### src/rtl/axis_cordic_sched_pkg.sv
// Shared types and constants for the CORDIC request scheduler.
// Sample/result word layouts match the engine's tdata packing.
package axis_cordic_sched_pkg;

  typedef enum logic [1:0] {
    IDLE,
    ISSUE,
    WAIT,
    RETURN
  } sched_state_t;

  localparam int CORDIC_LATENCY = 19;

  typedef struct packed {
    logic signed [15:0] y;
    logic signed [15:0] x;
  } cordic_sample_t;

  typedef struct packed {
    logic signed [15:0] angle;
    logic        [15:0] mag;
  } cordic_result_t;

  // A watchdog shorter than the engine latency would abort every transaction.
  function automatic int wd_limit(input int timeout);
    return (timeout > CORDIC_LATENCY) ? timeout : CORDIC_LATENCY + 1;
  endfunction

endpackage

### src/rtl/axis_cordic_sched_if.sv
// Handshake bundle between requesters, the scheduler and the shared CORDIC engine.
// modport master is the scheduler itself; modport slave is everything around it.
interface axis_cordic_sched_if #(
  parameter int N_REQ      = 4,
  parameter int DATA_WIDTH = 32
);
  logic [N_REQ-1:0]            s00_axis_tvalid;
  logic [N_REQ*DATA_WIDTH-1:0] s00_axis_tdata;
  logic [N_REQ-1:0]            s00_axis_tlast;
  logic [N_REQ-1:0]            s00_axis_tready;

  logic [N_REQ-1:0]            m00_axis_tvalid;
  logic [DATA_WIDTH-1:0]       m00_axis_tdata;
  logic                        m00_axis_tlast;
  logic [N_REQ-1:0]            m00_axis_tready;

  logic                        m01_axis_tvalid;
  logic [DATA_WIDTH-1:0]       m01_axis_tdata;
  logic                        m01_axis_tlast;
  logic                        m01_axis_tready;

  logic                        s01_axis_tvalid;
  logic [DATA_WIDTH-1:0]       s01_axis_tdata;
  logic                        s01_axis_tready;

  modport master (
    input  s00_axis_tvalid, s00_axis_tdata, s00_axis_tlast,
    output s00_axis_tready,
    output m00_axis_tvalid, m00_axis_tdata, m00_axis_tlast,
    input  m00_axis_tready,
    output m01_axis_tvalid, m01_axis_tdata, m01_axis_tlast,
    input  m01_axis_tready,
    input  s01_axis_tvalid, s01_axis_tdata,
    output s01_axis_tready
  );

  modport slave (
    output s00_axis_tvalid, s00_axis_tdata, s00_axis_tlast,
    input  s00_axis_tready,
    input  m00_axis_tvalid, m00_axis_tdata, m00_axis_tlast,
    output m00_axis_tready,
    input  m01_axis_tvalid, m01_axis_tdata, m01_axis_tlast,
    output m01_axis_tready,
    output s01_axis_tvalid, s01_axis_tdata,
    input  s01_axis_tready
  );

endinterface

### src/rtl/axis_cordic_sched_rr_arbiter.sv
// Combinational round-robin arbiter: first requester at or after ptr wins.
module rr_arbiter #(
  parameter int N = 4
) (
  input  logic [N-1:0]         req,
  input  logic [$clog2(N)-1:0] ptr,
  output logic [N-1:0]         grant_onehot,
  output logic [$clog2(N)-1:0] grant_idx,
  output logic                 any
);

  localparam int IW = $clog2(N);

  logic [IW-1:0] idx;

  // Scan from the farthest offset back toward ptr so the nearest request wins last.
  always_comb begin
    grant_onehot = '0;
    grant_idx    = '0;
    any          = 1'b0;
    idx          = '0;
    for (int k = N - 1; k >= 0; k--) begin
      idx = IW'((int'(ptr) + k) % N);
      if (req[idx]) begin
        grant_idx = idx;
        any       = 1'b1;
      end
    end
    grant_onehot[grant_idx] = any;
  end

endmodule

### src/rtl/axis_cordic_sched.sv
// Shares one CORDIC engine among N_REQ AXI-Stream requesters, one transaction at a time,
// with a watchdog that abandons a transaction if the engine never answers.
module axis_cordic_sched
  import axis_cordic_sched_pkg::*;
#(
  parameter int N_REQ      = 4,
  parameter int DATA_WIDTH = 32,
  parameter int TIMEOUT    = 64
) (
  input  logic                     s00_axis_aclk,
  input  logic                     s00_axis_aresetn,
  axis_cordic_sched_if.master      bus,
  output logic                     busy,
  output logic [$clog2(N_REQ)-1:0] owner,
  output logic                     err_timeout,
  output logic [$clog2(N_REQ)-1:0] err_chan
);

  localparam int IW      = $clog2(N_REQ);
  localparam int WD_LAST = wd_limit(TIMEOUT) - 1;
  localparam int WD_W    = $clog2(WD_LAST + 1);

  sched_state_t          state, state_nxt;
  logic [IW-1:0]         rr_ptr;
  logic [DATA_WIDTH-1:0] hold_data, res_data, grant_data;
  logic                  hold_last, grant_last, any_req;
  logic [N_REQ-1:0]      grant_onehot;
  logic [IW-1:0]         grant_idx;
  logic [WD_W-1:0]       wd_cnt;
  logic                  wd_expired;

  rr_arbiter #(.N(N_REQ)) u_arb (
    .req          (bus.s00_axis_tvalid),
    .ptr          (rr_ptr),
    .grant_onehot (grant_onehot),
    .grant_idx    (grant_idx),
    .any          (any_req)
  );

  always_comb begin
    grant_data = '0;
    for (int i = 0; i < N_REQ; i++) begin
      if (grant_onehot[i]) grant_data = bus.s00_axis_tdata[i*DATA_WIDTH +: DATA_WIDTH];
    end
  end

  assign grant_last = |(bus.s00_axis_tlast & grant_onehot);
  assign wd_expired = (wd_cnt == WD_W'(WD_LAST));

  assign busy               = (state != IDLE);
  assign bus.m01_axis_tdata = hold_data;
  assign bus.m01_axis_tlast = hold_last;
  assign bus.m00_axis_tdata = res_data;
  // The engine's own tlast is not used; the requester's tlast travels with the transaction.
  assign bus.m00_axis_tlast = hold_last;

  always_comb begin
    state_nxt           = state;
    bus.s00_axis_tready = '0;
    bus.m00_axis_tvalid = '0;
    bus.m01_axis_tvalid = 1'b0;
    bus.s01_axis_tready = 1'b0;
    case (state)
      IDLE: begin
        // Keep draining so a result arriving after a timeout never backs up the engine.
        bus.s01_axis_tready = 1'b1;
        bus.s00_axis_tready = grant_onehot;
        if (any_req) state_nxt = ISSUE;
      end
      ISSUE: begin
        bus.m01_axis_tvalid = 1'b1;
        if (bus.m01_axis_tready) state_nxt = WAIT;
      end
      WAIT: begin
        bus.s01_axis_tready = 1'b1;
        if (bus.s01_axis_tvalid) state_nxt = RETURN;
        else if (wd_expired)     state_nxt = IDLE;
      end
      RETURN: begin
        bus.m00_axis_tvalid[owner] = 1'b1;
        if (bus.m00_axis_tready[owner]) state_nxt = IDLE;
      end
      default: state_nxt = IDLE;
    endcase
  end

  always_ff @(posedge s00_axis_aclk) begin
    if (!s00_axis_aresetn) begin
      state       <= IDLE;
      rr_ptr      <= '0;
      owner       <= '0;
      hold_data   <= '0;
      hold_last   <= 1'b0;
      res_data    <= '0;
      wd_cnt      <= '0;
      err_timeout <= 1'b0;
      err_chan    <= '0;
    end else begin
      state  <= state_nxt;
      wd_cnt <= (state == WAIT) ? wd_cnt + 1'b1 : '0;
      if (state == IDLE && any_req) begin
        hold_data <= grant_data;
        hold_last <= grant_last;
        owner     <= grant_idx;
        rr_ptr    <= (grant_idx == IW'(N_REQ - 1)) ? '0 : grant_idx + 1'b1;
      end
      if (state == WAIT) begin
        if (bus.s01_axis_tvalid) begin
          res_data <= bus.s01_axis_tdata;
        end else if (wd_expired) begin
          err_timeout <= 1'b1;
          err_chan    <= owner;
        end
      end
    end
  end

endmodule

### src/flat_wrapper.sv
// flat-port wrapper written by rule: the top's interface ports become plain ports
module axis_cordic_sched_flat import axis_cordic_sched_pkg::*;
#(
  parameter int N_REQ      = 4,
  parameter int DATA_WIDTH = 32,
  parameter int TIMEOUT    = 64
)
  (s00_axis_aclk, s00_axis_aresetn, busy, owner, err_timeout, err_chan, bus_s00_axis_tvalid, bus_s00_axis_tdata, bus_s00_axis_tlast, bus_s00_axis_tready, bus_m00_axis_tvalid, bus_m00_axis_tdata, bus_m00_axis_tlast, bus_m00_axis_tready, bus_m01_axis_tvalid, bus_m01_axis_tdata, bus_m01_axis_tlast, bus_m01_axis_tready, bus_s01_axis_tvalid, bus_s01_axis_tdata, bus_s01_axis_tready);
  axis_cordic_sched_if #(.N_REQ(N_REQ), .DATA_WIDTH(DATA_WIDTH)) bus_i ();
  input  logic s00_axis_aclk;
  input  logic s00_axis_aresetn;
  output logic busy;
  output logic [$clog2(N_REQ)-1:0] owner;
  output logic err_timeout;
  output logic [$clog2(N_REQ)-1:0] err_chan;
  input wire logic [$bits(bus_i.s00_axis_tvalid)-1:0] bus_s00_axis_tvalid;
  input wire logic [$bits(bus_i.s00_axis_tdata)-1:0] bus_s00_axis_tdata;
  input wire logic [$bits(bus_i.s00_axis_tlast)-1:0] bus_s00_axis_tlast;
  output wire logic [$bits(bus_i.s00_axis_tready)-1:0] bus_s00_axis_tready;
  output wire logic [$bits(bus_i.m00_axis_tvalid)-1:0] bus_m00_axis_tvalid;
  output wire logic [$bits(bus_i.m00_axis_tdata)-1:0] bus_m00_axis_tdata;
  output wire logic [$bits(bus_i.m00_axis_tlast)-1:0] bus_m00_axis_tlast;
  input wire logic [$bits(bus_i.m00_axis_tready)-1:0] bus_m00_axis_tready;
  output wire logic [$bits(bus_i.m01_axis_tvalid)-1:0] bus_m01_axis_tvalid;
  output wire logic [$bits(bus_i.m01_axis_tdata)-1:0] bus_m01_axis_tdata;
  output wire logic [$bits(bus_i.m01_axis_tlast)-1:0] bus_m01_axis_tlast;
  input wire logic [$bits(bus_i.m01_axis_tready)-1:0] bus_m01_axis_tready;
  input wire logic [$bits(bus_i.s01_axis_tvalid)-1:0] bus_s01_axis_tvalid;
  input wire logic [$bits(bus_i.s01_axis_tdata)-1:0] bus_s01_axis_tdata;
  output wire logic [$bits(bus_i.s01_axis_tready)-1:0] bus_s01_axis_tready;
  assign bus_i.s00_axis_tvalid = bus_s00_axis_tvalid;
  assign bus_i.s00_axis_tdata = bus_s00_axis_tdata;
  assign bus_i.s00_axis_tlast = bus_s00_axis_tlast;
  assign bus_s00_axis_tready = bus_i.s00_axis_tready;
  assign bus_m00_axis_tvalid = bus_i.m00_axis_tvalid;
  assign bus_m00_axis_tdata = bus_i.m00_axis_tdata;
  assign bus_m00_axis_tlast = bus_i.m00_axis_tlast;
  assign bus_i.m00_axis_tready = bus_m00_axis_tready;
  assign bus_m01_axis_tvalid = bus_i.m01_axis_tvalid;
  assign bus_m01_axis_tdata = bus_i.m01_axis_tdata;
  assign bus_m01_axis_tlast = bus_i.m01_axis_tlast;
  assign bus_i.m01_axis_tready = bus_m01_axis_tready;
  assign bus_i.s01_axis_tvalid = bus_s01_axis_tvalid;
  assign bus_i.s01_axis_tdata = bus_s01_axis_tdata;
  assign bus_s01_axis_tready = bus_i.s01_axis_tready;
  axis_cordic_sched #(.N_REQ(N_REQ), .DATA_WIDTH(DATA_WIDTH), .TIMEOUT(TIMEOUT)) u_core (.s00_axis_aclk(s00_axis_aclk), .s00_axis_aresetn(s00_axis_aresetn), .bus(bus_i), .busy(busy), .owner(owner), .err_timeout(err_timeout), .err_chan(err_chan));
endmodule
### config.mk
export PLATFORM = sky130hd
export DESIGN_NAME = axis_cordic_sched_flat
export DESIGN_NICKNAME = d
export VERILOG_FILES = /design/src/rtl/axis_cordic_sched_pkg.sv /design/src/rtl/axis_cordic_sched_if.sv /design/src/rtl/axis_cordic_sched_rr_arbiter.sv /design/src/rtl/axis_cordic_sched.sv /design/src/flat_wrapper.sv
export SDC_FILE = /design/constraint.sdc
export NUM_CORES = 1
export LEC_CHECK = 0
export BUFFER_PORTS_ARGS = -buffer_cell sky130_fd_sc_hd__buf_2
export CAP_MARGIN = 0
export CORE_MARGIN = 1.5
export CORE_UTILIZATION = 43
export DETAILED_ROUTE_END_ITERATION = 8
export PLACE_DENSITY = 0.8
export SYNTH_ARGS = -nofsm -noshare
export SYNTH_HDL_FRONTEND = slang
export SYNTH_SLANG_ARGS = --single-unit
export TNS_END_PERCENT = 50
### constraint.sdc
create_clock -name s00_axis_aclk -period 2.5 [get_ports s00_axis_aclk]
set_clock_uncertainty 0.2 [all_clocks]
set_input_delay 0.125 -clock s00_axis_aclk [delete_from_list [all_inputs] [get_ports s00_axis_aclk]]
set_output_delay 0.125 -clock s00_axis_aclk [all_outputs]
set_load 0.005 [all_outputs]
==> results of run 1 <==
==> metal layers <==
metal,vias to the layer above,global-route usage,part of all wire
li1,2575,-,-
met1,2404,0.326,0.38
met2,327,0.525,0.49
met3,56,0.0663,0.091
met4,0,0.170,0.044
met5,-,0,0
==> stage by stage <==
step | power, uW | worst slack (ns) | cells | hold WS [ns] | util
after floorplan | 2460 | 0.293 | 565 | 0.0610 | -
after global placement | 2990 | 0.136 | 913 | 0.166 | 0.590
after detailed placement | 3020 | 0.127 | 913 | 0.174 | 0.590
after CTS | 4040 | 0.0982 | 1015 | 0.00248 | 0.702
after global routing | 4330 | 0.0451 | 1019 | 0.0228 | 0.703
final | 4080 | 0.159 | 1019 | 0.0144 | 0.703
==> final cells by class <==
class / instances / area [sq um]
multi-input cells: 398 / 2150
repair buffers: 355 / 2310
clock buffers: 9 / 124
well taps: 129 / 161
diodes: 4 / 10.0
flip-flops and latches: 80 / 1600
clock inverters: 7 / 60.1
fillers: 707 / 2770
inverters: 37 / 139
==> cell families after synthesis <==
| kind of cell | Yosys count |
|---|---|
| AOI/OAI and AO/OA | 238 |
| xor gates and xnor gates | 3 |
| adders and majority gates | 5 |
| buffers and inverters | 87 |
| DFF | 80 |
| muxes | 4 |
| and+or+nand+nor | 148 |
==> state kept, by name (all words and copies together), names as in the netlist <==
| name | cells |
|---|---|
| u_core.state | 2 |
| u_core.owner | 2 |
| u_core.err_timeout | 1 |
| u_core.bus.m00_axis_tlast | 1 |
| u_core.wd_cnt | 6 |
| u_core.err_chan | 2 |
| u_core.bus.m00_axis_tdata | 32 |
| u_core.bus.m01_axis_tdata | 32 |
| u_core.rr_ptr | 2 |
==> synth_stat cells (2+ instances only) <==
master | n | area, sq um
mux2i_1 | 3 | 30.0
ha_1 | 5 | 62.6
buf_6 | 4 | 45.0
nand3_1 | 4 | 20.0
buf_12 | 3 | 60.1
nand2_1 | 106 | 398
clkbuf_1 | 24 | 90.1
o22ai_1 | 3 | 18.8
nor3_1 | 3 | 15.0
dfxtp_1 | 80 | 1600
o21ai_0 | 66 | 330
xor2_1 | 2 | 17.5
a22oi_1 | 34 | 255
nor2_1 | 15 | 56.3
a21oi_1 | 120 | 601
a21oi_2 | 10 | 87.6
o32ai_1 | 2 | 17.5
and2_1 | 4 | 25.0
nor2b_1 | 4 | 25.0
inv_1 | 37 | 139
buf_2 | 18 | 90.1
==> how the worst max path moves through the flow <==
stage | startpoint | to | slack (ns) | cells past startpoint
global placement | bus_s00_axis_tvalid[2] | u_core.bus.m01_axis_tdata[1] | 0.14 | 11
detailed placement | bus_s00_axis_tvalid[2] | u_core.bus.m01_axis_tdata[1] | 0.13 | 11
CTS | u_core.rr_ptr[1] | bus_s00_axis_tready[3] | 0.1 | 8
finish | u_core.rr_ptr[1] | u_core.bus.m01_axis_tdata[1] | 0.16 | 10
global route | u_core.rr_ptr[1] | u_core.bus.m01_axis_tdata[1] | 0.05 | 10
floorplan | u_core.rr_ptr[1] | u_core.bus.m01_axis_tdata[23] | 0.29 | 10
==> power by group <==
group          internal [uW]  leakage (uW)  switching, uW
sequential              1430      0.000655            103
combinational            742       0.00236            897
clock                    378     0.0000848            526
==> worst max-delay path: cells and delay by family, from the launching register on <==
kind            cells  cell delay [ns]
compound gates      6             1.03
fa+ha+maj           1             0.21
buf+inv             3             0.42
flops               1             0.38
==> what timing repair did <==
item,4_1_cts,5_1_grt
hold buffers,86,0
gates resized for setup,0,1
endpoints found under the setup margin,0,1
endpoints found under the hold margin,67,0
==> reports/results.ini, run 1 <==
[timing]
tightest_slew_ns=0.483
finalSetupViolCount=0
rsz0062_at_grt=false
timing.setup.tns_ns=0
slew_headroom=0.678
post-route-period-util=0.936
fmax_mhz=427
maxSlewViolCount=0
period_needed_ns=2.34
hold_viol_final=0

[floorplan]
die_width_microns=102
die_y_microns=102
boundaryPins=258
dieArea_sq_mm=0.0103
initial_core_util=0.447
rows=35
core_area_sq_mm=0.00933

[yosys]
synth_flop_cell=dfxtp_1
synthAdderAreaFrac=0.0150
synth_cells=565
synth_top_family_by_area=compound AO/OA/AOI/OAI gates
synthSimpleGateAreaFrac=0.158
synthArstFlopShare=0
synthMuxAreaShare=0.0126
yosysUniqueCellTypes=39
synth_compound_area_frac=0.321
synthesis.nets=746
ys_ff_latch=80
yosysSeqAreaShare=0.384
synth_xor_area_frac=0.00630
synth_warnings=0
synth_edf_count=0
avgSynthCellArea_sq_um=7.39
syn_area_sq_mm=0.00417

[critical_path]
cp_slowest_cell=dfxtp_2
crit_path_max_fanout=36
endpoint_kind=register
rr_worst_depth=10
startpoint_type=register
crit_type=reg -> reg
rr_endpoint=u_core.bus.m01_axis_tdata[1]
crit_required_ns=2.52
worstPathCellList=a21boi_0 > o32ai_1 > buf_4 > inv_1 > ha_2 > buf_12 > a21oi_1 > o21ai_0 > a22oi_1 > a21oi_1
cpPeakStageDelay_ns=0.38
r2r_setup_slack_ns=0.16
r2r-start=u_core.rr_ptr[1]
crit_top_cell=a21oi_1
arrival_ns=2.36

[cts]
clk_pin_slew_ns=0.08
cts_buffers=9
clk_latency_ns=0.35
cts.sinks=80
cts_tree=done
cts-htree-levels=3
cts_max_path_buffers=2
postCtsSetupRepairBufs=0
root_buffer=clkbuf_8

[layout]
drive_gt1_frac=0.345
nets=1062
postLayoutCellArea_sq_mm=0.00656
final_cell_mix=buf_2, a21oi_1, nand2_1, dlygate4sd3_1, dfxtp_1
syn2layout_area_growth_pct=57.1
final_common_cell=buf_2

[global_routing]
grt_pass1_vias=5210
grt_max_degree=77
grt_usage=0.297
antenna_found_initial=4
overflow=0
grt_pass1_wl_mm=24.2

[detailed_routing]
wl_per_cell_microns=15.7
drt-initial-drc-count=354
vias=5362
wl_mm=16.0
drcViolationCount=0
viasPerCell=5.26
drtPass1Iterations=5
antenna_left=0

[placed_design]
dpl-instance-area_sq_mm=0.00550
hpwl_mm=9.84
gp_congestion=0.930
portBuffers=257

[worst_hold_path]
min_from=bus_s00_axis_tdata[39]
hold_path_end=u_core.bus.m01_axis_tdata[7]
hp-class=in -> reg
min_path_cells=5

[power_and_ir_drop]
peakVddDrop_v=0.000351
power.density_mw_per_mm2=622
p_leak_uw=0.00310

[status]
status=completed

[job]
drv_cap=0

Note: power is estimated with default switching activity, not from simulation.
==> run 2: changes to the inputs <==
--- a/config.mk
+++ b/config.mk
@@ -8,9 +8,10 @@
 export BUFFER_PORTS_ARGS = -buffer_cell sky130_fd_sc_hd__buf_2
 export CAP_MARGIN = 0
 export CORE_MARGIN = 1.5
-export CORE_UTILIZATION = 43
+export CORE_UTILIZATION = 45
+export CTS_BUF_LIST = sky130_fd_sc_hd__clkbuf_2
 export DETAILED_ROUTE_END_ITERATION = 8
-export PLACE_DENSITY = 0.8
+export PLACE_DENSITY = 0.83
 export SYNTH_ARGS = -nofsm -noshare
 export SYNTH_HDL_FRONTEND = slang
 export SYNTH_SLANG_ARGS = --single-unit
==> run 2 against run 1 <==
  * Synthesized area did not move
  * The flow now stops in clock tree synthesis (4_1_cts)
  * Synthesized cell count did not move
==> reports/results.ini, run 2 <==
[status]
status=did not finish
failing_step=clock tree synthesis (4_1_cts)
stop_error=[ERROR RSZ-0060] Max buffer count reached.

[placed_design]
gp_congestion=0.916  ; -1.5%
dpl_worst_slack_ns=0.189  ; +0.0620 ns
portBuffers=257  ; unchanged
dpl-instance-area_sq_mm=0.00548  ; -0.30%
hpwl_mm=10.1  ; +2.3%

[yosys]
synthTopCellsByArea=dfxtp_1, a21oi_1, nand2_1, o21ai_0, a22oi_1
yosysSeqAreaShare=0.384  ; unchanged
avgSynthCellArea_sq_um=7.39  ; unchanged
synth_edf_count=0  ; unchanged
synth_flop_cell=dfxtp_1
synth_cells=565  ; unchanged
yosysUniqueCellTypes=39  ; unchanged
synth_xor_area_frac=0.00630  ; unchanged
synthSimpleGateAreaFrac=0.158  ; unchanged
synth_compound_area_frac=0.321  ; unchanged
synth_warnings=0  ; unchanged
synth_top_family_by_area=compound AO/OA/AOI/OAI gates
ys_ff_latch=80  ; unchanged
synthArstFlopShare=0  ; unchanged
synth.most_common_cell=a21oi_1
synthesis.nets=746  ; unchanged
synthMuxAreaShare=0.0126  ; unchanged
synth.top_cell.area_share=0.384  ; unchanged
syn_area_sq_mm=0.00417  ; unchanged
yosysTopAreaCell=dfxtp_1
synthAdderAreaFrac=0.0150  ; unchanged
synth_commonest_cells=a21oi_1, nand2_1, dfxtp_1

[cts]
cts-htree-levels=3  ; unchanged
cts_resized=3  ; +3
root_buffer=clkbuf_2
postCtsSetupRepairBufs=0  ; unchanged
cts_max_path_buffers=2  ; unchanged
cts.sinks=80  ; unchanged
cts_buffers=9  ; unchanged
cts_hold_buffers=183  ; +110%

[floorplan]
rows=34  ; -2.9%
die_y_microns=99.3  ; -2.2%
boundaryPins=258  ; unchanged
die_width_microns=99.3  ; -2.2%
initial_core_util=0.472  ; +0.0242

run 2: cell counts after synthesis:
Identical to the previous run, type by type.
run 2: logic make-up after synthesis:
logic type	count (synthesis)
simple gates	148
compound gates	238
flops	80
fa+ha+maj	5
mux	4
buf+inv	87
xor+xnor	3
run 2: through the flow:
step / cells / utilization
2_1_floorplan: 565 / -
3_3_place_gp: 895 / 0.620
3_5_place_dp: 895 / 0.620
==> run 3: changes to the inputs <==
--- a/config.mk
+++ b/config.mk
@@ -8,10 +8,9 @@
 export BUFFER_PORTS_ARGS = -buffer_cell sky130_fd_sc_hd__buf_2
 export CAP_MARGIN = 0
 export CORE_MARGIN = 1.5
-export CORE_UTILIZATION = 45
-export CTS_BUF_LIST = sky130_fd_sc_hd__clkbuf_2
+export CORE_UTILIZATION = 40
 export DETAILED_ROUTE_END_ITERATION = 8
-export PLACE_DENSITY = 0.83
+export PLACE_DENSITY_LB_ADDON = 0.15
 export SYNTH_ARGS = -nofsm -noshare
 export SYNTH_HDL_FRONTEND = slang
 export SYNTH_SLANG_ARGS = --single-unit
==> run 3 against run 2 <==
  * The run now ends clean
==> reports/results.ini, run 3 (synthesis results as in run 1) <==
[worst_hold_path]
hold_path_end=u_core.owner[0]
hp-class=in -> reg
min_path_cells=3
min_from=bus_s00_axis_tvalid[1]

[floorplan]
initial_core_util=0.408  ; -0.0637
rows=37  ; +8.8%
core_area_sq_mm=0.0102
boundaryPins=258  ; unchanged
die_y_microns=105  ; +5.9%
dieArea_sq_mm=0.0111
die_width_microns=105  ; +5.9%

[global_routing]
grt_usage=0.269
overflow=0
antenna_found_initial=1
grt_pass1_wl_mm=24.3
grt_max_degree=77
grt_pass1_vias=5274

[timing]
setup_slack_ns=0.0942
tightest_slew_ns=0.490
hold_viol_final=0
finalSetupViolCount=0
fmax_mhz=416
maxSlewViolCount=0
slew_headroom=0.674
post-route-period-util=0.962
period_needed_ns=2.41
rsz0062_at_grt=true
timing.setup.tns_ns=0

[cts]
root_buffer=clkbuf_8
cts_buffers=9  ; unchanged
clk_pin_slew_ns=0.10
cts_max_path_buffers=2  ; unchanged
postCtsSetupRepairBufs=0  ; unchanged
cts.sinks=80  ; unchanged
cts_tree=done
cts-htree-levels=3  ; unchanged
clk_latency_ns=0.34

[critical_path]
crit_required_ns=2.17
arrival_ns=2.08
rr_worst_depth=10
r2r_setup_slack_ns=0.21
crit_type=reg -> out
cpLargestDelayFamily=simple AND/OR/NAND/NOR gates
crit_path_max_fanout=32
rr_endpoint=u_core.bus.m01_axis_tdata[29]
crit_buf_inv=3
startpoint_type=register
r2r-start=u_core.rr_ptr[0]
worstPathCellList=nor2b_1 > nor3b_1 > o22ai_2 > inv_1 > ha_2 > buf_12 > and2_1 > buf_2
endpoint_kind=output port
cp_slowest_cell=dfxtp_1
cpPeakStageDelay_ns=0.37

[detailed_routing]
drcViolationCount=0
drt-initial-drc-count=310
vias=5194
wl_mm=15.1
drtPass1Iterations=6
viasPerCell=5.13
wl_per_cell_microns=14.9
antenna_left=0

[layout]
drive_gt1_frac=0.355
syn2layout_area_growth_pct=55.7
fillers=901
final_common_cell=buf_2
final_cell_mix=buf_2, a21oi_1, nand2_1, dfxtp_1, dlygate4sd3_1
nets=1052
multi_input_area_sq_mm=0.00217
ff_latch_area_sq_mm=0.00160

[placed_design]
portBuffers=257  ; unchanged
hpwl_mm=10.3  ; +2.5%
gp_congestion=0.921  ; +0.58%
dpl_worst_slack_ns=0.168  ; -0.0212 ns

[power_and_ir_drop]
p_leak_uw=0.00308
power.density_mw_per_mm2=639
peakVddDrop_v=0.000386

[status]
status=completed

[job]
drv_cap=0

run 3: area by class of cell:
cell class              instances  share of cell area
repair buffers                345               0.340
multi-input cells             398               0.333
flip-flops and latches         80               0.247
well taps                     136              0.0262
inverters                      37              0.0214
clock buffers                   9              0.0191
clock inverters                 7              0.0129
diodes                          1            0.000385
run 3: worst max-delay path by stage:
stage	startpoint	endpoint	slack (ns)	cells after the start
finish	u_core.rr_ptr[0]	bus_s00_axis_tready[3]	0.09	8
global route	u_core.rr_ptr[0]	bus_s00_axis_tready[3]	-0.02	8
CTS	u_core.rr_ptr[1]	bus_s00_axis_tready[1]	0.01	7
detailed placement	bus_s00_axis_tvalid[2]	u_core.bus.m01_axis_tdata[4]	0.17	11
global placement	bus_s00_axis_tvalid[2]	u_core.bus.m01_axis_tdata[4]	0.24	11
floorplan	u_core.rr_ptr[1]	u_core.bus.m01_axis_tdata[23]	0.29	10
run 3: metrics by stage:
step                      instance area [sq um]  cells  hold slack, ns  power (uW)  utilization
final                                      6490   1013         0.00961        4150        0.635
after global routing                       6490   1013         0.00924        4430        0.635
after CTS                                  6450   1012       0.0000843        4120        0.631
after detailed placement                   5500    922           0.175        3010        0.537
after global placement                     5500    922           0.167        2970        0.537
after floorplan                            4170    565          0.0610        2460            -
run 3: worst min-delay path: stages:
cell	delay (ns)
buf_2	0.14
o22ai_2	0.12
o22ai_1	0.12
run 3: where the power goes:
part,internal [uW],switching (uW)
clock,482,528
sequential,1430,105
combinational,740,862
run 3: layer usage:
| layer | global-route usage | wire, microns |
|---|---|---|
| met1 | 0.304 | 5970 |
| met2 | 0.477 | 7500 |
| met3 | 0.0599 | 1050 |
| met4 | 0.129 | 556 |
| met5 | 0 | 0 |
run 3: what timing repair did:
item / 4_1_cts / 5_1_grt
gates resized for setup: 2 / 8
hold buffers: 74 / 0
endpoints found under the setup margin: 2 / 16
endpoints found under the hold margin: 70 / 0
==> run 4: changes to the inputs <==
--- a/config.mk
+++ b/config.mk
@@ -5,11 +5,11 @@
 export SDC_FILE = /design/constraint.sdc
 export NUM_CORES = 1
 export LEC_CHECK = 0
-export BUFFER_PORTS_ARGS = -buffer_cell sky130_fd_sc_hd__buf_2
-export CAP_MARGIN = 0
+export CAP_MARGIN = 20
 export CORE_MARGIN = 1.5
 export CORE_UTILIZATION = 40
 export DETAILED_ROUTE_END_ITERATION = 8
+export DONT_BUFFER_PORTS = 1
 export PLACE_DENSITY_LB_ADDON = 0.15
 export SYNTH_ARGS = -nofsm -noshare
 export SYNTH_HDL_FRONTEND = slang
==> constraint.sdc (replaced) <==
create_clock -name s00_axis_aclk -period 2.4 [get_ports s00_axis_aclk]
set_clock_uncertainty 0.2 [all_clocks]
set_input_delay 0.12 -clock s00_axis_aclk [delete_from_list [all_inputs] [get_ports s00_axis_aclk]]
set_output_delay 0.12 -clock s00_axis_aclk [all_outputs]
set_load 0.005 [all_outputs]
==> run 4 against run 3 <==
  * The run now fails in clock tree synthesis (4_1_cts)
  * Synthesized cell count is the same
  * Synthesized area is the same
==> reports/results.ini, run 4 <==
[yosys]
avgSynthCellArea_sq_um=7.39  ; unchanged
yosysSeqAreaShare=0.384  ; unchanged
synth_commonest_cells=a21oi_1, nand2_1, dfxtp_1
synth.most_common_cell=a21oi_1
syn_area_sq_mm=0.00417  ; unchanged
synth_edf_count=0  ; unchanged
synthArstFlopShare=0  ; unchanged
synth_xor_area_frac=0.00630  ; unchanged
yosysUniqueCellTypes=39  ; unchanged
synth_flop_cell=dfxtp_1
synthSimpleGateAreaFrac=0.158  ; unchanged
synthesis.nets=746  ; unchanged
synth_top_family_by_area=compound AO/OA/AOI/OAI gates
synthMuxAreaShare=0.0126  ; unchanged
synth_compound_area_frac=0.321  ; unchanged
ys_ff_latch=80  ; unchanged
synth.top_cell.area_share=0.384  ; unchanged
synth_cells=565  ; unchanged
synthTopCellsByArea=dfxtp_1, a21oi_1, nand2_1, o21ai_0, a22oi_1
synth_warnings=0  ; unchanged
yosysTopAreaCell=dfxtp_1
synthAdderAreaFrac=0.0150  ; unchanged

[floorplan]
rows=37  ; unchanged
die_width_microns=105  ; unchanged
initial_core_util=0.408  ; unchanged
die_y_microns=105  ; unchanged
boundaryPins=258  ; unchanged

[placed_design]
hpwl_mm=8.78  ; -15%
gp_congestion=0.822  ; -11%
dpl_worst_slack_ns=0.0229  ; -0.145 ns
portBuffers=0  ; -100%

[status]
stop_error=[ERROR RSZ-0060] Max buffer count reached.
failing_step=clock tree synthesis (4_1_cts)
status=did not finish

[cts]
cts-htree-levels=3  ; unchanged
cts_resized=1  ; -1
root_buffer=clkbuf_8
cts_hold_buffers=137  ; +85%
cts_buffers=9  ; unchanged
postCtsSetupRepairBufs=0  ; unchanged
cts.sinks=80  ; unchanged
cts_max_path_buffers=2  ; unchanged

-- run 4: cell counts after synthesis --
Identical to the previous run, type by type.
-- run 4: cells by family after synthesis --
kind of cell / count (synthesis)
compound gates: 238
simple gates: 148
fa+ha+maj: 5
flops: 80
xor+xnor: 3
buf+inv: 87
mux: 4
-- run 4: metrics by stage --
step,instances,area [sq um]
2_1_floorplan,565,4170
3_3_place_gp,665,4210
3_5_place_dp,665,4210
